<file path="src/rtl/seq_detector_param_if.sv">
// rtl/seq_detector_param_if.sv - stream, configuration and status bundle for seq_detector_param
// Purpose: groups the serial input, runtime configuration and match status of
//   the pattern detector so a driver and the detector share one port.
// Signals:
//   in_valid, in                       serial bit and its qualifier
//   cfg_we, cfg_pattern, cfg_len,
//   cfg_overlap                        configuration load strobe and values
//   cnt_clr                            match counter clear
//   out, match_cnt, cnt_sat            match pulse, saturating count, saturation flag
// Modports: master drives stimulus/config, slave is the detector.
interface seq_detector_param_if #(
  parameter int MAX_LEN = 8,
  parameter int CNT_W   = 8
);
  localparam int LEN_W = $clog2(MAX_LEN + 1);

  logic               in_valid;
  logic               in;
  logic               cfg_we;
  logic [MAX_LEN-1:0] cfg_pattern;
  logic [LEN_W-1:0]   cfg_len;
  logic               cfg_overlap;
  logic               cnt_clr;
  logic               out;
  logic [CNT_W-1:0]   match_cnt;
  logic               cnt_sat;

  modport master (
    output in_valid, in, cfg_we, cfg_pattern, cfg_len, cfg_overlap, cnt_clr,
    input  out, match_cnt, cnt_sat
  );

  modport slave (
    input  in_valid, in, cfg_we, cfg_pattern, cfg_len, cfg_overlap, cnt_clr,
    output out, match_cnt, cnt_sat
  );
endinterface

</file>
<file path="src/rtl/seq_detector_param.sv">
// rtl/seq_detector_param.sv - runtime-programmable serial pattern detector with saturating match count
// Purpose: shifts in one serial bit per qualified clock and compares the most
//   recent len bits with a programmable pattern (oldest bit against pat[len-1]).
//   Produces a registered one-cycle match pulse and a saturating match counter,
//   in overlapping or non-overlapping mode.
// Ports:
//   clk  clock, all state on posedge
//   rst  synchronous active-low reset
//   bus  seq_detector_param_if.slave (stream, configuration, status)
module seq_detector_param #(
  parameter int                 MAX_LEN     = 8,
  parameter logic [MAX_LEN-1:0] RST_PATTERN = 8'b0000_0101,
  parameter int                 RST_LEN     = 3,
  parameter logic               RST_OVERLAP = 1'b1,
  parameter int                 CNT_W       = 8
) (
  input  logic                 clk,
  input  logic                 rst,
  seq_detector_param_if.slave  bus
);
  localparam int LEN_W = $clog2(MAX_LEN + 1);
  localparam logic [CNT_W-1:0] CNT_MAX = {CNT_W{1'b1}};

  logic [MAX_LEN-1:0] hist;
  logic [LEN_W-1:0]   fill;
  logic [MAX_LEN-1:0] pat;
  logic [LEN_W-1:0]   len;
  logic               ovl;
  logic               out_q;
  logic [CNT_W-1:0]   cnt_q;
  logic               sat_q;

  logic [MAX_LEN-1:0] hist_next;
  logic [MAX_LEN-1:0] len_mask;
  logic [LEN_W:0]     fill_inc;   // one bit wider so fill+1 never wraps
  logic [LEN_W-1:0]   len_norm;
  logic               match;
  logic               count_up;
  logic [CNT_W-1:0]   cnt_plus;

  assign hist_next = {hist[MAX_LEN-2:0], bus.in};
  assign fill_inc  = {1'b0, fill} + (LEN_W+1)'(1);
  assign cnt_plus  = cnt_q + CNT_W'(1);

  // Only the low len bits of history and pattern take part in the compare.
  always_comb begin
    len_mask = '0;
    for (int i = 0; i < MAX_LEN; i++) begin
      len_mask[i] = (i < int'(len));
    end
  end

  // Out-of-range lengths are folded into 1..MAX_LEN at load time.
  always_comb begin
    len_norm = bus.cfg_len;
    if (bus.cfg_len == '0) begin
      len_norm = LEN_W'(1);
    end else if (bus.cfg_len > LEN_W'(MAX_LEN)) begin
      len_norm = LEN_W'(MAX_LEN);
    end
  end

  assign match = (fill_inc >= {1'b0, len}) &&
                 (((hist_next ^ pat) & len_mask) == '0);

  // A bit presented with cfg_we is discarded, so it can never count.
  assign count_up = bus.in_valid && !bus.cfg_we && match;

  always_ff @(posedge clk) begin
    if (!rst) begin
      hist  <= '0;
      fill  <= '0;
      pat   <= RST_PATTERN;
      len   <= LEN_W'(RST_LEN);
      ovl   <= RST_OVERLAP;
      out_q <= 1'b0;
      cnt_q <= '0;
      sat_q <= 1'b0;
    end else begin
      if (bus.cfg_we) begin
        pat   <= bus.cfg_pattern;
        len   <= len_norm;
        ovl   <= bus.cfg_overlap;
        hist  <= '0;
        fill  <= '0;
        out_q <= 1'b0;
      end else if (bus.in_valid) begin
        hist  <= hist_next;
        out_q <= match;
        // Non-overlapping: history stays but must be refilled with len new bits.
        if (match && !ovl) begin
          fill <= '0;
        end else if (fill_inc > (LEN_W+1)'(MAX_LEN)) begin
          fill <= LEN_W'(MAX_LEN);
        end else begin
          fill <= fill_inc[LEN_W-1:0];
        end
      end else begin
        out_q <= 1'b0;
      end

      if (bus.cnt_clr) begin
        cnt_q <= '0;
        sat_q <= 1'b0;
      end else if (count_up && (cnt_q != CNT_MAX)) begin
        cnt_q <= cnt_plus;
        sat_q <= (cnt_plus == CNT_MAX);
      end
    end
  end

  assign bus.out       = out_q;
  assign bus.match_cnt = cnt_q;
  assign bus.cnt_sat   = sat_q;
endmodule

</file>
<file path="src/flat_wrapper.sv">
// flat-port wrapper written by rule: the top's interface ports become plain ports
module seq_detector_param_flat 
#(
  parameter int                 MAX_LEN     = 8,
  parameter logic [MAX_LEN-1:0] RST_PATTERN = 8'b0000_0101,
  parameter int                 RST_LEN     = 3,
  parameter logic               RST_OVERLAP = 1'b1,
  parameter int                 CNT_W       = 8
)
  (clk, rst, bus_in_valid, bus_in, bus_cfg_we, bus_cfg_pattern, bus_cfg_len, bus_cfg_overlap, bus_cnt_clr, bus_out, bus_match_cnt, bus_cnt_sat);
  seq_detector_param_if #(.MAX_LEN(MAX_LEN), .CNT_W(CNT_W)) bus_i ();
  input  logic clk;
  input  logic rst;
  input wire logic [$bits(bus_i.in_valid)-1:0] bus_in_valid;
  input wire logic [$bits(bus_i.in)-1:0] bus_in;
  input wire logic [$bits(bus_i.cfg_we)-1:0] bus_cfg_we;
  input wire logic [$bits(bus_i.cfg_pattern)-1:0] bus_cfg_pattern;
  input wire logic [$bits(bus_i.cfg_len)-1:0] bus_cfg_len;
  input wire logic [$bits(bus_i.cfg_overlap)-1:0] bus_cfg_overlap;
  input wire logic [$bits(bus_i.cnt_clr)-1:0] bus_cnt_clr;
  output wire logic [$bits(bus_i.out)-1:0] bus_out;
  output wire logic [$bits(bus_i.match_cnt)-1:0] bus_match_cnt;
  output wire logic [$bits(bus_i.cnt_sat)-1:0] bus_cnt_sat;
  assign bus_i.in_valid = bus_in_valid;
  assign bus_i.in = bus_in;
  assign bus_i.cfg_we = bus_cfg_we;
  assign bus_i.cfg_pattern = bus_cfg_pattern;
  assign bus_i.cfg_len = bus_cfg_len;
  assign bus_i.cfg_overlap = bus_cfg_overlap;
  assign bus_i.cnt_clr = bus_cnt_clr;
  assign bus_out = bus_i.out;
  assign bus_match_cnt = bus_i.match_cnt;
  assign bus_cnt_sat = bus_i.cnt_sat;
  seq_detector_param #(.MAX_LEN(MAX_LEN), .RST_PATTERN(RST_PATTERN), .RST_LEN(RST_LEN), .RST_OVERLAP(RST_OVERLAP), .CNT_W(CNT_W)) u_core (.clk(clk), .rst(rst), .bus(bus_i));
endmodule
</file>
<file path="config.mk">
export PLATFORM = sky130hd
export DESIGN_NAME = seq_detector_param_flat
export DESIGN_NICKNAME = d
export VERILOG_FILES = /design/src/rtl/seq_detector_param_if.sv /design/src/rtl/seq_detector_param.sv /design/src/flat_wrapper.sv
export SDC_FILE = /design/constraint.sdc
export NUM_CORES = 1
export LEC_CHECK = 0
export CORE_UTILIZATION = 30
export CTS_BUF_LIST = sky130_fd_sc_hd__clkbuf_8
export CTS_CLUSTER_DIAMETER = 200
export DETAILED_ROUTE_END_ITERATION = 7
export GPL_ROUTABILITY_DRIVEN = 0
export HOLD_SLACK_MARGIN = 0.15
export PLACE_DENSITY = 0.6
export SYNTH_ARGS = -nofsm -noshare
export SYNTH_HDL_FRONTEND = slang
export SYNTH_SLANG_ARGS = --single-unit
</file>
<file path="constraint.sdc">
create_clock -name clk -period 5.3 [get_ports clk]
set_input_delay 1.06 -clock clk [delete_from_list [all_inputs] [get_ports clk]]
set_output_delay 1.06 -clock clk [all_outputs]
set_load 0.005 [all_outputs]
</file>
# ---- After elaboration in Yosys (flattened, before gate mapping)
# Cells that the tools add are included.
dict set report word_totals {
  output_inout_bits 10
  register_bits 34
  in_bits 19
  wordCells 43
}
dict set report op_classes {
  n_addsub 2
  n_lt_le_gt_ge 11
  n_eq_ne 2
  n_reduce_logical 12
  n_bitwise 4
  mux 4
}
# operator count
set ops {}
lappend ops {{$lt 3x4->1 const A} 4}
lappend ops {{$mux 4} 4}
lappend ops {{$add 8x1->8 const B} 1}
lappend ops {{$and 8x8->8} 1}
lappend ops {{$eq 8x8->1 const B} 1}
lappend ops {{$logic_not 8->1} 1}
lappend ops {{$lt 1x4->1 const A} 2}
lappend ops {{$lt 2x4->1 const A} 2}
lappend ops {{$ne 8x8->1 const B} 1}
lappend ops {{$xor 8x8->8} 1}
lappend ops {{$add 4x1->5 const B} 1}
lappend ops {{$ge 5x4->1} 1}
lappend ops {{$gt 5x4->1 const B} 1}
lappend ops {{$logic_and 1x1->1} 5}
lappend ops {{$gt 4x4->1 const B} 1}
lappend ops {{$logic_not 4->1} 1}
lappend ops {{$reduce_or 2->1} 2}
lappend ops {{$reduce_or 3->1} 1}
lappend ops {{$logic_not 1->1} 2}
lappend ops {{$not 1->1} 2}

# ---- Logic depth before layout (Yosys ltp)
dict set report logic_depth {
  word_depth 6
  mapped_depth 11
}

# ---- Worst setup path before layout
# No wires, ideal clock.
dict set report synth_path {
  path_type {input-to-reg}
  from {input bus_in}
  to {register u_core.cnt_q[5], in the netlist u_core.bus.match_cnt[5]}
  t_arrival_ns 2.407
  slack_ns 2.824
  setup_time_ns 0.070
  cell_stages 6
  path_buffers 0
  t_required_ns 5.230
  path_cell_list {xnor2_1 > o22ai_1 > a2111oi_4 > nand4_1 > or4_1 > a21oi_1}
}
dict set report synth_between {
  elab_chain_len 6
}
# element line
set synth_rtl {}
lappend synth_rtl {{start: declaration} flat_wrapper.sv:15} ;# input wire logic [$bits(bus_i.in)-1:0] bus_in;
lappend synth_rtl {{$xor 8x8->8} seq_detector_param.sv:64} ;# (((hist_next ^ pat) & len_mask) == '0);
lappend synth_rtl {{$and 8x8->8} seq_detector_param.sv:64}
lappend synth_rtl {{$logic_not 8->1} seq_detector_param.sv:64}
lappend synth_rtl {{$logic_and 1x1->1} seq_detector_param.sv:63} ;# assign match = (fill_inc >= {1'b0, len}) &&
lappend synth_rtl {{$logic_and 1x1->1} seq_detector_param.sv:67} ;# assign count_up = bus.in_valid && !bus.cfg_we && match;
lappend synth_rtl {{$logic_and 1x1->1} seq_detector_param.sv:105} ;# end else if (count_up && (cnt_q != CNT_MAX)) begin
lappend synth_rtl {{end signal: assignment} seq_detector_param.sv:106} ;# cnt_q <= cnt_plus;
lappend synth_rtl {{end: declaration} seq_detector_param.sv:30} ;# logic [CNT_W-1:0] cnt_q;
# No other way between the ends.
# A chain may end at the register's enable or synchronous reset.

# ---- Worst setup path after layout
dict set report layout_path {
  from {input bus_in_valid}
  to {register u_core.cnt_q[3], in the netlist u_core.bus.match_cnt[3]}
}
dict set report layout_between {
  elab_chain_len 3
}
# element line
set layout_rtl {}
lappend layout_rtl {{start: declaration} flat_wrapper.sv:14} ;# input wire logic [$bits(bus_i.in_valid)-1:0] bus_in_valid;
lappend layout_rtl {{$logic_and 1x1->1 (2 in a row)} seq_detector_param.sv:67}
lappend layout_rtl {{$logic_and 1x1->1} seq_detector_param.sv:105}
# No other way between the ends.

==> run metrics <==
pin count of the biggest net entering global routing=18; library cell occupying the most area in the post-synthesis netlist=sky130_fd_sc_hd__dfxtp_1; number of antenna violations at the first check in global routing=0; number of flops mapped to enable cells by yosys=0; Top-Level Pins=29; post-layout minimum cycle time=3.23 ns; number of clock sinks=34; main combinational cell family by area after synthesis=simple AND/OR/NAND/NOR gates; mean number of vias per cell=5.00; Compound-Gate Fraction of Synth Area=15.4%; CTS root buffer=sky130_fd_sc_hd__clkbuf_8; required time of the critical path=5.52 ns; Core Rows=27; fraction of final layout cells sized beyond drive strength 1=5.22%; actual slew at the worst max-slew pin=0.515 ns; WP data arrival=3.45 ns; drt first pass iters=4; vias after detailed routing=1509; total global routing overflow=0; first-pass GRT wire length=6570 microns; quantity of I/O buffers inserted on ports=28; fraction of registers with async set or reset after synthesis=0%; count of placed standard cells including taps=294; Die Width=79.5 microns; yosys warns=0; count of unique library cells instantiated by Yosys=43; floorplan core area=5640 sq um; placed wire-length estimate=2750 microns; post-route non-filler standard cell count=302; number of H-tree branching levels=2; unrepaired setup endpoints after global routing=no; final setup vio count=0; post-synth design cell area=1800 sq um; mux contribution to synthesized area=10.0%; register clock-pin slew on the reported worst setup and hold paths=0.07 ns; starting density of the core=31.9%; Power per Cell Area=238 nW/um^2; max_slew headroom=65.6%; global-route total usage across every layer=13.3%; count of unresolved DRC violations after routing=0; worst setup path class=input pin to register; leading register cell type out of synthesis=sky130_fd_sc_hd__dfxtp_1; DR iter-0 viols=88; mean area per synthesized cell=8.83 sq um; final setup TNS=0 ns; overall routed net length=3730 microns; count of endpoints failing hold in the final timing report=0; Post-CTS Setup Bufs=0; # resized after CTS=0; max-slew violation total from the final report=0; NumNets Final=256; fillcell total=565; outcome=completed; count of inserted antenna diode cells=0; remaining antenna violation count=0; number of storage elements in the synthesis netlist=34; portion of synthesized cell area occupied by the leading cell type=37.8%; MaxCap Viol Count=0; static leakage=0.826 nW; number of nets in the synthesized netlist=231; Die Area=6320 sq um; routed length per instance=12.3 microns; adder-cell share of the synthesized area=5.56%; fin util=39.1%; part of the cycle the worst path needs=61.0%; xor/xnor cell area share of the yosys netlist=5.35%; total CTS buffers=5; Clk Latency, worst-skew pair=0.29 ns; highest net fanout along the worst path=13; worst supply voltage drop on vdd=97.0 uV; top area cells in the synthesized netlist=sky130_fd_sc_hd__dfxtp_1 (38%), sky130_fd_sc_hd__mux2i_1 (10%), sky130_fd_sc_hd__ha_1 (5.6%), sky130_fd_sc_hd__nor2_1 (4.8%), sky130_fd_sc_hd__a21oi_1 (4.2%); min-delay worst type=register to register; sequential fraction of the synthesis area=37.8%; area of all sequential standard cells=681 sq um; area of the multi-input gates=1020 sq um; crit path launch type=input pin; DIE HEIGHT=79.5 microns; final clock skew=0.00571 ns; worst setup slack for register-to-register paths=2.44 ns; commonest cells in the synthesized netlist=sky130_fd_sc_hd__dfxtp_1 (34), sky130_fd_sc_hd__nor2_1 (23), sky130_fd_sc_hd__mux2i_1 (18); synthesized instance count=204; Max Freq=309 MHz; via count of the first global-routing pass=1435; count of hold-fix buffers inserted at cts=0; critical path endpoint category=register; Post-Synth Simple-Gate Area=20.6%; Synth-to-Final Area Change=22.7%; CTS tree=yes; number of buffers on the longest clock path=2; most used standard cell by instance count after synthesis=sky130_fd_sc_hd__dfxtp_1
power breakdown:
part           internal [mW]  switching, mW  total [mW]
registers              0.262        0.00771       0.270
logic                 0.0305         0.0273      0.0578
clock network          0.104         0.0936       0.198
total                  0.397          0.129       0.526
final timing paths:
check / startpoint / endpoint / cells past startpoint
max: bus_in_valid / u_core.bus.match_cnt[3]$_SDFFE_PP0P_ / 6
min: u_core.ovl$_SDFFE_PN1P_ / u_core.ovl$_SDFFE_PN1P_ / 2
max reg2reg: u_core.fill[2]$_SDFFE_PP0P_ / u_core.bus.match_cnt[3]$_SDFFE_PP0P_ / 9
min reg2reg: u_core.ovl$_SDFFE_PN1P_ / u_core.ovl$_SDFFE_PN1P_ / 2
cell type report:
| cell class | count | share of cell area (%) |
|---|---|---|
| Sequential cell | 34 | 30.8 |
| Clock inverter | 2 | 0.567 |
| Timing Repair Buffer | 29 | 13.0 |
| Clock buffer | 6 | 3.74 |
| Inverter | 8 | 1.36 |
| Tap cell | 72 | 4.08 |
| Multi-Input combinational cell | 151 | 46.4 |
critical path, cell delays in order:
cell and delay, ns:
sky130_fd_sc_hd__clkdlybuf4s50_1 0.79, sky130_fd_sc_hd__inv_1 0.24, sky130_fd_sc_hd__nor2_1 0.17, sky130_fd_sc_hd__nand4_1 0.42, sky130_fd_sc_hd__or4_1 0.61, sky130_fd_sc_hd__a21oi_1 0.14
through the flow:
stage	power, mW	cell area (sq um)	hold slack (ns)	worst slack [ns]
after global routing	0.552	2210	0.517	1.83
after floorplan	0.312	1800	0.432	2.82
final	0.526	2210	0.489	2.07
after global placement	0.334	2110	0.471	1.84
after detailed placement	0.334	2110	0.477	1.79
after CTS	0.532	2210	0.496	2.07
layout by cell type, fill, tap and decap left out, types with 3 or more instances in the layout:
master and n:
sky130_fd_sc_hd__dfxtp_1 34, sky130_fd_sc_hd__clkdlybuf4s50_1 28, sky130_fd_sc_hd__nor2_1 23, sky130_fd_sc_hd__mux2i_1 18
sky130_fd_sc_hd__nand2_1 15, sky130_fd_sc_hd__a21oi_1 15, sky130_fd_sc_hd__nand3_1 10, sky130_fd_sc_hd__ha_1 8
sky130_fd_sc_hd__inv_1 7, sky130_fd_sc_hd__xnor2_1 7, sky130_fd_sc_hd__clkbuf_8 6, sky130_fd_sc_hd__xor2_1 4
sky130_fd_sc_hd__nand2b_1 4, sky130_fd_sc_hd__o21ai_0 4, sky130_fd_sc_hd__o22ai_1 3, sky130_fd_sc_hd__o21ai_1 3
sky130_fd_sc_hd__and3_1 3, sky130_fd_sc_hd__o31ai_1 3, sky130_fd_sc_hd__or4_1 3
registers in the layout, summed over array words and instances, names as in the netlist:
signal / cells
u_core.bus.match_cnt: 8
u_core.fill: 4
u_core.bus.cnt_sat: 1
u_core.pat: 8
u_core.hist: 7
u_core.len: 4
u_core.bus.out: 1
u_core.ovl: 1
kinds of logic after synthesis:
group	count (synthesis)
compound gates	41
fa+ha+maj	8
xor+xnor	11
flops	34
mux	18
simple gates	73
buf+inv	19
routing by layer:
| metal | global-route usage, % | wire length, microns |
|---|---|---|
| met5 | 0 | 0 |
| met4 | 5.45 | 72 |
| met3 | 3.20 | 150 |
| met2 | 22.5 | 1760 |
| met1 | 15.9 | 1740 |
Power figures use the tool's default switching activity.
